==> src/rtl/sort_ctrl_pkg.sv <==
// Shared types and sizing helpers for the sort controller.
// Holds the phase enum and the index-width rule (ceil log2 of K, at least 1 bit).
package sort_pkg;

    typedef enum logic [1:0] {
        LOAD  = 2'd0,
        SORT  = 2'd1,
        DRAIN = 2'd2
    } state_t;

    function automatic int idx_width(input int k);
        return (k < 2) ? 1 : $clog2(k);
    endfunction

endpackage

==> src/rtl/sort_ctrl_if.sv <==
// Load and drain valid/ready streams plus status flags of the sort controller.
// The slave modport is the controller side; the master modport is the source/consumer side.
interface sort_ctrl_if #(
    parameter int N = 16
) ();
    logic         in_valid;
    logic         in_ready;
    logic [N-1:0] in_data;
    logic         out_valid;
    logic         out_ready;
    logic [N-1:0] out_data;
    logic         busy;
    logic         done;

    modport slave (
        input  in_valid, in_data, out_ready,
        output in_ready, out_valid, out_data, busy, done
    );

    modport master (
        output in_valid, in_data, out_ready,
        input  in_ready, out_valid, out_data, busy, done
    );
endinterface

==> src/rtl/sort_ctrl_cmp_swap.sv <==
// Unsigned compare-and-order of one adjacent pair; purely combinational.
// Latency 0; no flow control. Equal operands are not swapped.
module cmp_swap #(
    parameter int N = 16
) (
    input  logic [N-1:0] a_i,
    input  logic [N-1:0] b_i,
    output logic [N-1:0] lo_o,
    output logic [N-1:0] hi_o,
    output logic         swapped_o
);
    assign swapped_o = (a_i > b_i);
    assign lo_o      = swapped_o ? b_i : a_i;
    assign hi_o      = swapped_o ? a_i : b_i;
endmodule

==> src/rtl/sort_ctrl.sv <==
// Load K words, odd-even transposition sort in place, drain smallest first.
// Latency: first out_valid K+1 cycles after the last accept (fewer with SORT_EARLY_EXIT_EN).
// Backpressure: out_ready stalls the drain with out_data held; in_ready is low outside LOAD.
module sort_ctrl
    import sort_pkg::*;
#(
    parameter int N = 16,
    parameter int K = 8
) (
    input  logic         clk,
    input  logic         rst,
    sort_ctrl_if.slave   bus
);
    localparam int IW = idx_width(K);
    localparam logic [IW-1:0] LAST = IW'(K - 1);

    if (K < 2) begin : g_bad_k
        $error("sort_ctrl: K must be at least 2");
    end

    state_t        state_q;
    logic [IW-1:0] idx_q;
    logic [IW-1:0] pass_q;
    logic          done_q;
    logic          sort_last;

    logic [N-1:0]  bank_q [K];
    logic [N-1:0]  bank_d [K];
    logic [N-1:0]  lo     [K-1];
    logic [N-1:0]  hi     [K-1];
    logic [K-2:0]  swp;
    logic [K-2:0]  pair_act;
    logic [K-1:0]  lo_we;
    logic [K-1:0]  hi_we;
    logic [N-1:0]  lo_v   [K];
    logic [N-1:0]  hi_v   [K];

    for (genvar i = 0; i < K - 1; i++) begin : g_cs
        cmp_swap #(.N(N)) u_cs (
            .a_i       (bank_q[i]),
            .b_i       (bank_q[i+1]),
            .lo_o      (lo[i]),
            .hi_o      (hi[i]),
            .swapped_o (swp[i])
        );
    end

    always_comb begin
        pair_act = '0;
        for (int i = 0; i < K - 1; i++) begin
            pair_act[i] = (state_q == SORT) && (pass_q[0] == 1'(i % 2));
        end
    end

    // A register is written only when its active pair actually swaps;
    // writing back an unchanged value would be a no-op anyway.
    for (genvar j = 0; j < K; j++) begin : g_map
        if (j < K - 1) begin : g_lo
            assign lo_we[j] = pair_act[j] & swp[j];
            assign lo_v[j]  = lo[j];
        end else begin : g_lo_none
            assign lo_we[j] = 1'b0;
            assign lo_v[j]  = '0;
        end
        if (j > 0) begin : g_hi
            assign hi_we[j] = pair_act[j-1] & swp[j-1];
            assign hi_v[j]  = hi[j-1];
        end else begin : g_hi_none
            assign hi_we[j] = 1'b0;
            assign hi_v[j]  = '0;
        end
    end

    always_comb begin
        for (int j = 0; j < K; j++) begin
            bank_d[j] = bank_q[j];
            if (state_q == LOAD && bus.in_valid && idx_q == IW'(j)) begin
                bank_d[j] = bus.in_data;
            end else if (lo_we[j]) begin
                bank_d[j] = lo_v[j];
            end else if (hi_we[j]) begin
                bank_d[j] = hi_v[j];
            end
        end
    end

    always_ff @(posedge clk or posedge rst) begin
        if (rst) begin
            for (int j = 0; j < K; j++) bank_q[j] <= '0;
        end else begin
            for (int j = 0; j < K; j++) bank_q[j] <= bank_d[j];
        end
    end

`ifdef SORT_EARLY_EXIT_EN
    // Two back-to-back quiet passes (one of each parity) mean the bank is ordered.
    logic quiet_q;
    logic pass_quiet;

    assign pass_quiet = ~|(swp & pair_act);
    assign sort_last  = (pass_q == LAST) || (quiet_q && pass_quiet);

    always_ff @(posedge clk or posedge rst) begin
        if (rst) begin
            quiet_q <= 1'b0;
        end else if (state_q == SORT && !sort_last) begin
            quiet_q <= pass_quiet;
        end else begin
            quiet_q <= 1'b0;
        end
    end
`else
    assign sort_last = (pass_q == LAST);
`endif

    always_ff @(posedge clk or posedge rst) begin
        if (rst) begin
            state_q <= LOAD;
            idx_q   <= '0;
            pass_q  <= '0;
            done_q  <= 1'b0;
        end else begin
            done_q <= 1'b0;
            case (state_q)
                LOAD: begin
                    if (bus.in_valid) begin
                        if (idx_q == LAST) begin
                            idx_q   <= '0;
                            pass_q  <= '0;
                            state_q <= SORT;
                        end else begin
                            idx_q <= idx_q + IW'(1);
                        end
                    end
                end
                SORT: begin
                    if (sort_last) begin
                        pass_q  <= '0;
                        state_q <= DRAIN;
                    end else begin
                        pass_q <= pass_q + IW'(1);
                    end
                end
                DRAIN: begin
                    if (bus.out_ready) begin
                        if (idx_q == LAST) begin
                            idx_q   <= '0;
                            done_q  <= 1'b1;
                            state_q <= LOAD;
                        end else begin
                            idx_q <= idx_q + IW'(1);
                        end
                    end
                end
                default: state_q <= LOAD;
            endcase
        end
    end

    assign bus.in_ready  = (state_q == LOAD);
    assign bus.out_valid = (state_q == DRAIN);
    assign bus.out_data  = (state_q == DRAIN) ? bank_q[idx_q] : '0;
    assign bus.busy      = (state_q != LOAD);
    assign bus.done      = done_q;

endmodule
==> src/flat_wrapper.sv <==
// flat-port wrapper written by rule: the top's interface ports become plain ports
module sort_ctrl_flat import sort_pkg::*;
#(
    parameter int N = 16,
    parameter int K = 8
)
  (clk, rst, bus_in_valid, bus_in_data, bus_out_ready, bus_in_ready, bus_out_valid, bus_out_data, bus_busy, bus_done);
  sort_ctrl_if #(.N(N)) bus_i ();
  input  logic clk;
  input  logic rst;
  input wire logic [$bits(bus_i.in_valid)-1:0] bus_in_valid;
  input wire logic [$bits(bus_i.in_data)-1:0] bus_in_data;
  input wire logic [$bits(bus_i.out_ready)-1:0] bus_out_ready;
  output wire logic [$bits(bus_i.in_ready)-1:0] bus_in_ready;
  output wire logic [$bits(bus_i.out_valid)-1:0] bus_out_valid;
  output wire logic [$bits(bus_i.out_data)-1:0] bus_out_data;
  output wire logic [$bits(bus_i.busy)-1:0] bus_busy;
  output wire logic [$bits(bus_i.done)-1:0] bus_done;
  assign bus_i.in_valid = bus_in_valid;
  assign bus_i.in_data = bus_in_data;
  assign bus_i.out_ready = bus_out_ready;
  assign bus_in_ready = bus_i.in_ready;
  assign bus_out_valid = bus_i.out_valid;
  assign bus_out_data = bus_i.out_data;
  assign bus_busy = bus_i.busy;
  assign bus_done = bus_i.done;
  sort_ctrl #(.N(N), .K(K)) u_core (.clk(clk), .rst(rst), .bus(bus_i));
endmodule
==> config.mk <==
export PLATFORM = sky130hd
export DESIGN_NAME = sort_ctrl_flat
export DESIGN_NICKNAME = d
export VERILOG_FILES = /design/src/rtl/sort_ctrl_pkg.sv /design/src/rtl/sort_ctrl_if.sv /design/src/rtl/sort_ctrl_cmp_swap.sv /design/src/rtl/sort_ctrl.sv /design/src/flat_wrapper.sv
export SDC_FILE = /design/constraint.sdc
export NUM_CORES = 1
export LEC_CHECK = 0
export ABC_AREA = 1
export CELL_PAD_IN_SITES_DETAIL_PLACEMENT = 1
export CELL_PAD_IN_SITES_GLOBAL_PLACEMENT = 2
export CORE_MARGIN = 8
export CORE_UTILIZATION = 39
export CTS_CLUSTER_SIZE = 20
export DETAILED_ROUTE_END_ITERATION = 10
export GPL_TIMING_DRIVEN = 0
export PLACE_DENSITY = 0.94
export SETUP_SLACK_MARGIN = 0.02
export SLEW_MARGIN = 20
export SYNTH_ARGS = -nofsm -noshare
export SYNTH_HDL_FRONTEND = slang
export SYNTH_SLANG_ARGS = --single-unit
==> constraint.sdc <==
create_clock -name clk -period 9.4 [get_ports clk]
set_input_delay 0.94 -clock clk [delete_from_list [all_inputs] [get_ports clk]]
set_output_delay 0.94 -clock clk [all_outputs]
set_load 0.1 [all_outputs]
==> reports/results.ini, run 1 <==
[status]
status=finished clean

[synth]
netlist.area_leader.share_pct=28.3
syn-num-nets=1948
syn_inst=1808
synth_seq_cells=137
synth_edf_count=0
dominantRegCellSynth=dfrtp_1
synth_area_per_cell_um2=6.69
yosys.area.top_type=dfrtp_1
synth-seq-area-share_pct=28.3
ys_warn_count=0
synth_cell_types=34
synth_area_um2=12100
netlist_top_cells_area=dfrtp_1, nand2_1, ha_1
ys_async_sr_fraction_pct=100

[cells_and_area]
regArea_um2=3430
drive_gt1_share_pct=6.65
n_fill_cell=3987
area_growth_pct=12.5
multiInputGateArea_um2=7460
nNetsFinal=2007
fin_cells=2276
n_antenna_cell=0

[setup_path]
cp-end-kind=output port
r2r_end=u_core.bank_q[86]$_DFFE_PP0P_
start_kind=register
path_class=reg2out
worstPathMaxFanout=10
reg2reg_depth=10
crit_required_ns=8.46
r2r_start=u_core.idx_q[0]$_DFFE_PP0P_
reg2reg_slack_ns=6.23
arrival_ns=4.13

[floorplan]
die-area_um2=36900
dieHeight_um=192
fp-row-count=64
fp.dieW_um=192
start_util_pct=39.5
core_um2=30600
ioPinCount=40

[min_path]
worstHoldStart=u_core.pass_q[1]$_DFFE_PP0P_
hold-path-endpoint=u_core.pass_q[1]$_DFFE_PP0P_
holdPathStages=2
worstHoldPathType=reg2reg

[grt]
grt_pass1_vias=13400
grt.total_usage_pct=30.8
grt-ovfl-total=0
antenna_found_initial=0
grt_start_max_net_pins=89
grt_pass1_wl_um=84800

[clocking]
ctsResizeCount=0
tritoncts=yes
root_buffer=clkbuf_16
ctsHoldBuffers=0
clock-sinks=137
cts_buffer_depth=2
htree_levels=4
cts_buffers=17
cts.reportedPaths.clkPinSlew_ns=0.06
post_cts_buffers=0
clk_latency_ns=0.45

[placed_design]
port_buffers=39
dpl.hpwl_um=43700
dp_slack_ns=4.93
place.gp.congestion=0.954
dpl.cell_count=2244

[power]
irDropWorstVdd_uv=214
leakage_nw=6.73
total_power_mw=5.45
cellPowerDensity_nw_per_um2=401

[detailed_routing]
drc=0
drt_wl_total_um=56000
drt_iter0_markers=1358
via_per_inst=5.95
wl_per_cell_um=24.6
antenna_left=0
dr.pass1.iters=5
vias=13500

[sta]
max-slew-margin-rel_pct=33.3
max_freq_ghz=0.197
fin_crit_sh_pct=53.9
setup_ws_ns=4.33
setup_viol=0
hold_viol=0
worst_slew_pin_slew_ns=0.998
fin_crit_ns=5.07
fin_tns_setup_ns=0
clock_skew_ns=0.0164
rsz0062_at_grt=no
slew_viol_final=0

[job]
cap_viol_max_count=0

kinds of logic (layout without fill, tap and decap cells):
logic type / after synthesis / in the layout / synth area share, %
buffers and inverters: 297 / 369 / 9.99
adder cells (fa/ha/maj): 120 / 120 / 12.4
flip-flops: 137 / 137 / 28.3
AO/OA/AOI/OAI: 291 / 291 / 12.9
AND/OR/NAND/NOR: 963 / 963 / 36.3
cells in the final DEF (no fill, tap or decap), types with 7 or more instances in the layout:
master and n:
clkdlybuf4s50_1 39, inv_1 179, nand3_2 7, buf_1 14
nand4_1 103, o21ai_0 127, o211ai_1 15, nor2_1 35
a21oi_1 117, nand2_1 513, dfrtp_1 137, nand2_2 11
clkbuf_16 17, ha_1 120, a31oi_1 18, nand3_1 279
clkbuf_1 41, buf_2 45, inv_2 8
cells in the mapped netlist, types with 2 or more instances:
cell	count
o21ai_0	127
nand2_2	11
o211ai_1	15
nand3_2	7
nor3_1	4
a31oi_1	18
a21oi_1	117
buf_4	6
nor2_4	5
o21ai_1	3
nand4_1	103
ha_1	120
nand3_1	279
inv_1	180
clkinv_1	2
dfrtp_1	137
o21a_1	5
nor2_1	35
buf_1	14
nor3_4	3
buf_2	45
clkbuf_1	40
inv_2	8
buf_6	2
nand2_1	513
layer usage:
layer	share of wire [%]	vias to the layer above	GRT usage, %
met5	0	-	0
met4	3.4	0	10.8
met3	7.9	98	5.43
met2	43	557	45.7
met1	46	6629	44.2
li1	-	6263	-
through the flow:
| step | utilization, % | instance area [um^2] | hold slack (ns) |
|---|---|---|---|
| after floorplan | - | 12100 | 0.517 |
| after global placement | 42.4 | 13000 | 0.533 |
| after detailed placement | 42.5 | 13000 | 0.539 |
| after CTS | 44.5 | 13600 | 0.552 |
| after global routing | 44.5 | 13600 | 0.566 |
| final | 44.5 | 13600 | 0.552 |
worst max-delay path, stage by stage (launching register included):
cell	delay [ns]
dfrtp_1	0.43
clkbuf_1	0.53
clkbuf_1	0.55
o21ai_0	0.40
nand3_1	0.25
nand2_1	0.08
a31oi_1	0.23
clkdlybuf4s50_1	1.20
sequential cells by signal, indices dropped and copies added (netlist names):
signal           count
u_core.bus.done      1
u_core.idx_q         3
u_core.pass_q        3
u_core.state_q       2
u_core.bank_q      128
area by class of cell:
type,instances,share of cell area [%]
buffer,107,3.64
clock buffer,19,3.26
sequential,137,25.2
inverter,190,5.30
multi-input combinational,1374,54.8
tap,396,3.64
timing repair buffer,40,3.07
clock inverter,13,1.08
power by group:
group,internal [mW],switching (mW)
Clock,0.400,0.298
Sequential,0.844,0.506
Combinational,1.09,2.32
Total,2.33,3.12
worst max path at each step:
| stage | startpoint | end | depth (start not counted) |
|---|---|---|---|
| floorplan | rst | u_core.bank_q[0]$_DFFE_PP0P_ | 1 |
| global placement | rst | u_core.bank_q[70]$_DFFE_PP0P_ | 2 |
| detailed placement | u_core.idx_q[0]$_DFFE_PP0P_ | bus_out_data[4] | 7 |
| CTS | u_core.idx_q[0]$_DFFE_PP0P_ | bus_out_data[4] | 7 |
| global route | u_core.idx_q[0]$_DFFE_PP0P_ | bus_out_data[1] | 7 |
| finish | u_core.idx_q[0]$_DFFE_PP0P_ | bus_out_data[3] | 7 |
(Power assumes the default switching activity.)
==> run 2, diff against run 1 <==
Settings changed: CORE_UTILIZATION 39 to 32, PLACE_DENSITY 0.94 to 0.83.
Clock period 9.4 ns to 4.59 ns, I/O delays scaled along.
==> run 2 against run 1 <==
Effect of this change:
- register-to-register slack got worse by 5.1 ns
- die area rose by 20%
- routed wire length rose by 0.93%
- via count fell by 0.86%
- sequential share of layout area fell by 0.37 points
- sequential cell count did not move
- utilization fell by 7.6 points
- critical path depth did not move
- count of clock-buffer cells in the layout rose by 5
- design area rose by 1.5%
- cell count rose by 5.1%
- sequential power rose by 99%
- critical path type unchanged
- critical endpoint is now bus_out_data[2]
==> reports/results.ini, run 2 (synthesis results as in run 1) <==
[setup_path]
reg2reg_slack_ns=1.17  ; was 6.23 ns
r2r_start=u_core.idx_q[0]$_DFFE_PP0P_  ; unchanged
crit_path_max_incr_delay_ns=1.19  ; was 1.20 ns
worstPathMaxFanout=10  ; unchanged
crit_slowest_cell=clkdlybuf4s50_1  ; unchanged
start_kind=register  ; unchanged
crit_required_ns=4.13  ; was 8.46 ns
crit_chain=clkbuf_1 > clkbuf_1 > o21ai_0 > nand3_1 > nand2_1 > a31oi_1 > clkdlybuf4s50_1  ; unchanged
path_buf_inv=3  ; unchanged
critical-path-top-delay-family=buffers and inverters  ; unchanged
path_class=reg2out  ; unchanged
r2r_end=u_core.bank_q[119]$_DFFE_PP0P_  ; was u_core.bank_q[86]$_DFFE_PP0P_
reg2reg_depth=10  ; unchanged
cpMostUsedCell=clkbuf_1  ; unchanged
arrival_ns=3.97  ; was 4.13 ns
cp-end-kind=output port  ; unchanged

[placed_design]
dp_slack_ns=0.594  ; was 4.93 ns
placed_cell_area_um2=13200  ; was 13,000 um^2
dpl.hpwl_um=44400  ; was 43,700 um
port_buffers=39  ; unchanged
place.gp.congestion=0.899  ; was 0.954

[clocking]
cts.reportedPaths.clkPinSlew_ns=0.07  ; was 0.06 ns
clock-sinks=137  ; unchanged
clk_latency_ns=0.46  ; was 0.45 ns
tritoncts=yes  ; unchanged
root_buffer=clkbuf_16  ; unchanged
cts_buffer_depth=2  ; unchanged
cts_buffers=17  ; unchanged
htree_levels=4  ; unchanged
ctsHoldBuffers=0  ; unchanged

[sta]
slew_viol_final=0  ; unchanged
setup_viol=0  ; unchanged
setup_ws_ns=0.162  ; was 4.33 ns
max-slew-margin-rel_pct=31.9  ; was 33.3%
rsz0062_at_grt=no  ; unchanged
fin_crit_ns=4.43
clock_skew_ns=0.0102  ; was 0.0164 ns
fin_crit_sh_pct=96.5
worst_slew_pin_slew_ns=1.02  ; was 0.998 ns
hold_viol=0  ; unchanged
max_freq_ghz=0.226

[floorplan]
ioPinCount=40  ; unchanged
die-area_um2=44300  ; was 36,900 um^2
fp.dieW_um=210  ; was 192 um
core_um2=37400  ; was 30,600 um^2
fp-row-count=71  ; was 64
start_util_pct=32.3  ; was 39.5%
dieHeight_um=210  ; was 192 um

[cells_and_area]
largest_register_ffs=128  ; unchanged
layout_common_cells=nand2_1, nand3_1, inv_1  ; unchanged
final_common_cell=nand2_1  ; unchanged
final_util_pct=36.9  ; was 44.5%
nNetsFinal=2007  ; unchanged
fin_area_um2=13800  ; was 13,600 um^2
area_growth_pct=14.2  ; was 12.5%
drive_gt1_share_pct=6.60  ; was 6.65%
largest_register=u_core.bank_q  ; unchanged
n_fill_cell=4810  ; was 3,987
n_antenna_cell=0  ; unchanged
top_regs=u_core.bank_q x128, u_core.idx_q x3, u_core.pass_q x3  ; unchanged

[detailed_routing]
drt_wl_total_um=56500  ; was 56,000 um
wl_per_cell_um=23.6  ; was 24.6 um
antenna_left=0  ; unchanged
drt_iter0_markers=1007  ; was 1,358
dr.pass1.iters=5  ; unchanged
via_per_inst=5.62  ; was 5.95
drc=0  ; unchanged
vias=13400  ; was 13,500

[grt]
grt.total_usage_pct=25.9  ; was 30.8%
grt_pass1_vias=14100  ; was 13,400
antenna_found_initial=1  ; was 0
grt-ovfl-total=0  ; unchanged
grt_pass1_wl_um=86000  ; was 84,800 um
grt_start_max_net_pins=83  ; was 89

[power]
irDropWorstVdd_uv=322  ; was 214 uV
cellPowerDensity_nw_per_um2=808  ; was 401 nW/um^2
leakage_nw=6.98  ; was 6.73 nW

[job]
cap_viol_max_count=0  ; unchanged

[min_path]
worstHoldPathType=in2async  ; was reg2reg

[status]
status=finished clean  ; unchanged

run 2: cell count changes in the layout (fill, tap and decap cells not counted), sizes merged:
| cell | before | now |
|---|---|---|
| bufinv | 2 | 3 |
| clkbuf | 59 | 64 |
| clkdlybuf4s50 | 39 | 27 |
| clkinv | 9 | 7 |
| clkinvlp | 2 | 0 |
| dlymetal6s2s | 0 | 12 |
| inv | 190 | 188 |
run 2: worst register-to-register path: cells and delay by family (launching register included):
family          cells  cell delay, ns
buf+inv             5            1.86
simple gates        2            0.50
flops               1            0.44
fa+ha+maj           1            0.25
compound gates      2            0.23
run 2: final cells by class:
cell class	count	area, um^2	area share [%]
Buffer	107	495	3.59
Clock buffer	24	502	3.63
Clock inverter	8	115	0.834
Inverter	190	721	5.22
Multi-Input combinational cell	1374	7460	54.0
Sequential cell	137	3430	24.8
Tap cell	511	639	4.63
Timing Repair Buffer	40	448	3.24
run 2: per-layer routing:
metal / share of wire [%] / global-route usage, %
met2: 47 / 42.6
met5: 0.023 / 0
met3: 5.2 / 3.95
met1: 43 / 32.9
met4: 5.0 / 12.6
run 2: what timing repair did:
item | in CTS | in global routing
endpoints found under the setup margin | 0 | 12
gates resized for setup | 0 | 12
setup buffers | 0 | 0
run 2: worst max path at each step:
stage                                     to  slack [ns]  depth (start not counted)                   startpoint
2_1_floorplan   u_core.bank_q[0]$_DFFE_PP0P_        0.46                          1                          rst
3_3_place_gp   u_core.bank_q[65]$_DFFE_PP0P_       -2.15                          2                          rst
3_5_place_dp                 bus_out_data[6]        0.59                          9  u_core.idx_q[1]$_DFFE_PP0P_
4_1_cts                      bus_out_data[6]        0.07                          9  u_core.idx_q[1]$_DFFE_PP0P_
5_1_grt                     bus_out_data[15]        0.11                          7  u_core.idx_q[1]$_DFFE_PP0P_
6_report                     bus_out_data[2]        0.16                          7  u_core.idx_q[0]$_DFFE_PP0P_
run 2: metrics by stage:
step	power [mW]	cells	TNS (ns)	hold slack [ns]
6_report	11.2	2391	0	0.448
5_1_grt	12.2	2391	0	0.495
2_1_floorplan	7.09	1808	0	0.517
3_5_place_dp	9.52	2359	0	0.569
4_1_cts	11.1	2391	0	0.451
3_3_place_gp	9.23	2358	-290.19	0.538
run 2: power breakdown:
part / internal [mW] / switching [mW] / leakage, nW
logic: 2.23 / 4.71 / 4.92
registers: 1.73 / 0.958 / 1.75
clock network: 0.923 / 0.602 / 0.310
total: 4.88 / 6.27 / 6.98
==> run 3, diff against run 2 <==
Settings changed: CORE_ASPECT_RATIO from default to 0.8, CORE_UTILIZATION 32 to 34, PLACE_DENSITY 0.83 to 0.88, SYNTH_HIERARCHICAL from default to 1.
Clock period 4.59 ns to 4.8 ns, I/O delays scaled along.
==> run 3 against run 2 <==
Effect of this change:
- sequential cell count did not move
- count of clock-buffer cells in the layout down 3
- sequential power increased by 23%
- combinational power rose by 64%
- largest cell class unchanged
- largest power group unchanged
==> reports/results.ini, run 3 <==
[status]
status=finished clean  ; unchanged

[sta]
fin_tns_setup_ns=0  ; unchanged
fin_crit_sh_pct=87.6
hold_viol=0  ; unchanged
max_freq_ghz=0.238
worst_slew_pin_slew_ns=1.23  ; was 1.02 ns
setup_viol=0  ; unchanged
clock_skew_ns=0.0177  ; was 0.0102 ns
rsz0062_at_grt=no  ; unchanged
slew_viol_final=0  ; unchanged
max-slew-margin-rel_pct=17.5  ; was 31.9%
hold_ws_ns=0.427  ; was 0.448 ns
fin_crit_ns=4.21

[synth]
synth_cell_types=25  ; was 34
yosys.area.top_type=nand2_1  ; was dfrtp_1
synth_seq_cells=137  ; unchanged
syn-num-nets=2802  ; was 1,948
netlist.area_leader.share_pct=26.4  ; was 28.3%
synth_area_per_cell_um2=5.81  ; was 6.69 um^2
yosysMostFrequentCell=nand2_1  ; unchanged
syn_inst=2662  ; was 1,808
synth_common_cells=nand2_1, nand3_1, inv_1  ; unchanged
dominantRegCellSynth=dfrtp_1  ; unchanged
ys_async_sr_fraction_pct=100  ; unchanged
synth_area_um2=15500  ; was 12,100 um^2
synth_edf_count=0  ; unchanged
netlist_top_cells_area=nand2_1, dfrtp_1, nand3_1  ; was dfrtp_1, nand2_1, ha_1
ys_warn_count=6  ; was 0
synth-seq-area-share_pct=22.2  ; was 28.3%

[cells_and_area]
multiInputGateArea_um2=10300  ; was 7460 um^2
layout_common_cells=nand2_1, nand3_1, inv_1  ; unchanged
final_util_pct=38.2  ; was 36.9%
area_growth_pct=11.9  ; was 14.2%
fin_cells=3346  ; was 2,391
top_regs=u_core/bank_q x128, u_core/idx_q x3, u_core/pass_q x3  ; was u_core.bank_q x128, u_core.idx_q x3, u_core.pass_q x3
regArea_um2=3430  ; unchanged
nNetsFinal=2860  ; was 2,007
largest_register_ffs=128  ; unchanged
final_common_cell=nand2_1  ; unchanged
largest_register=u_core/bank_q  ; was u_core.bank_q
n_fill_cell=6184  ; was 4,810
drive_gt1_share_pct=5.53  ; was 6.60%

[setup_path]
cp-end-kind=output port  ; unchanged
reg2reg_depth=17  ; was 10
start_kind=register  ; unchanged
r2r_start=u_core/bank_q[37]$_DFFE_PP0P_  ; was u_core.idx_q[0]$_DFFE_PP0P_
worstPathMaxFanout=11  ; was 10
reg2reg_slack_ns=0.97  ; was 1.17 ns
crit_required_ns=4.32  ; was 4.13 ns
arrival_ns=3.73  ; was 3.97 ns
path_class=reg2out  ; unchanged
r2r_end=u_core/bank_q[40]$_DFFE_PP0P_  ; was u_core.bank_q[119]$_DFFE_PP0P_

[detailed_routing]
antenna_left=0  ; unchanged
drt_wl_total_um=78100  ; was 56,500 um
dr.pass1.iters=5  ; unchanged
wl_per_cell_um=23.3  ; was 23.6 um
top_layer_used=met4  ; was met5
met3_length_um=6630  ; was 2950 um
via_per_inst=5.68  ; was 5.62
drt_iter0_markers=1844  ; was 1,007
wl_met1_um=36300  ; was 24,400 um
drc=0  ; unchanged
vias=19000  ; was 13,400
wl_met2_um=32000  ; was 26,300 um

[grt]
grt.total_usage_pct=29.7  ; was 25.9%
grt_pass1_vias=18800  ; was 14,100
grt_start_max_net_pins=89  ; was 83
grt-ovfl-total=0  ; unchanged
grt_pass1_wl_um=117000  ; was 86,000 um
antenna_found_initial=1  ; unchanged

[clocking]
tritoncts=yes  ; unchanged
root_buffer=clkbuf_16  ; unchanged
htree_levels=4  ; unchanged
post_cts_buffers=0  ; unchanged
clk_latency_ns=0.47  ; was 0.46 ns
ctsHoldBuffers=0  ; unchanged
cts_buffers=17  ; unchanged
ctsResizeCount=0  ; unchanged
cts_buffer_depth=2  ; unchanged
cts.reportedPaths.clkPinSlew_ns=0.07  ; about the same
clock-sinks=137  ; unchanged

[floorplan]
fp.dieW_um=254  ; was 210 um
die-area_um2=52600  ; was 44,300 um^2
dieHeight_um=207  ; was 210 um
core_um2=45300  ; was 37,400 um^2
start_util_pct=34.1  ; was 32.3%
fp-row-count=70  ; was 71
ioPinCount=40  ; unchanged

[placed_design]
dpl.cell_count=3313  ; was 2,359
port_buffers=38  ; was 39
dpl.hpwl_um=57800  ; was 44,400 um
place.gp.congestion=1.01  ; was 0.899

[power]
p_comb_share_pct=70.0  ; was 62.2%
irDropWorstVdd_uv=348  ; was 322 uV
cellPowerDensity_nw_per_um2=938  ; was 808 nW/um^2
power.share.clock_pct=9.6  ; was 13.7%
switchingPower_mw=9.77  ; was 6.27 mW
total_power_mw=16.2  ; was 11.2 mW
pwr-share-seq_pct=20.4  ; was 24.1%
leakage_nw=9.14  ; was 6.98 nW
intPower_mw=6.45  ; was 4.88 mW
p_sw_share_pct=60.2  ; was 56.3%

[job]
cap_viol_max_count=0  ; unchanged

[min_path]
worstHoldPathType=in2async  ; unchanged

==> run 3: changes by cell type after synthesis, sizes merged, moves of 10 or more <==
cell and delta:
o211ai -10, buf +18, a21oi -47, nor2 +105, nand4 +25, nand2 +577
clkbuf +43, nand3 +108, inv +48, a31oi -18
==> run 3: worst max-delay path, cell delays in order, from the launching register on <==
cell and delay, ns:
dfrtp_1 0.40, clkbuf_1 0.22, inv_1 0.15, clkbuf_1 0.41, clkbuf_1 0.44, a21oi_1 0.12, nor2_1 0.29, clkdlybuf4s50_1 1.20
==> run 3: layout make-up <==
cell class                 count  share of cell area [%]
antenna                        1                  0.0145
buffer                       168                    5.06
clock buffer                  21                    2.66
clock inverter                11                    1.12
inverter                     237                    5.19
multi-input combinational   2120                    59.4
sequential                   137                    19.8
tap                          612                    4.43
timing repair buffer          39                    2.36
==> run 3: worst max path at each step <==
stage	from	cells after the start	slack [ns]	to
floorplan	rst	1	0.65	u_core/bank_q[0]$_DFFE_PP0P_
global placement	rst	2	-1.99	u_core/bank_q[84]$_DFFE_PP0P_
detailed placement	u_core/bank_q[39]$_DFFE_PP0P_	17	1.13	u_core/bank_q[36]$_DFFE_PP0P_
CTS	u_core/idx_q[0]$_DFFE_PP0P_	8	0.66	bus_out_data[13]
global route	u_core/idx_q[0]$_DFFE_PP0P_	8	0.51	bus_out_data[8]
finish	u_core/idx_q[1]$_DFFE_PP0P_	7	0.59	bus_out_data[9]
==> run 3: power groups by stage <==
stage | registers, mW | logic [mW] | clock network [mW]
after detailed placement | 3.26 | 11.0 | 0
after global routing | 3.33 | 12.7 | 1.62
final | 3.31 | 11.4 | 1.56
after floorplan | 2.33 | 8.27 | 0
after global placement | 3.24 | 10.5 | 0
after CTS | 3.24 | 11.1 | 1.58
==> run 3: kinds of logic (layout without fill, tap and decap cells) <==
kind of cell | after synthesis | in the layout | synth area share (%)
AND/OR/NAND/NOR | 1778 | 1778 | 49.3
other | 0 | 1 | 0
buffers and inverters | 405 | 476 | 11.4
flip-flops | 137 | 137 | 22.2
AO/OA/AOI/OAI | 222 | 222 | 7.39
adder cells (fa/ha/maj) | 120 | 120 | 9.71
==> run 3: per-layer routing <==
layer / vias to the layer above / track usage, %
li1: 8782 / -
met1: 9263 / 42.8
met2: 816 / 42.9
met3: 132 / 5.48
met4: 0 / 12.2
met5: - / 0
==> run 3: per-stage QoR <==
stage          area [um^2]  worst slack, ns
2_1_floorplan        15500            0.652
3_3_place_gp         16600            -1.99
3_5_place_dp         16600             1.13
4_1_cts              17300            0.664
5_1_grt              17300            0.513
6_report             17300            0.595
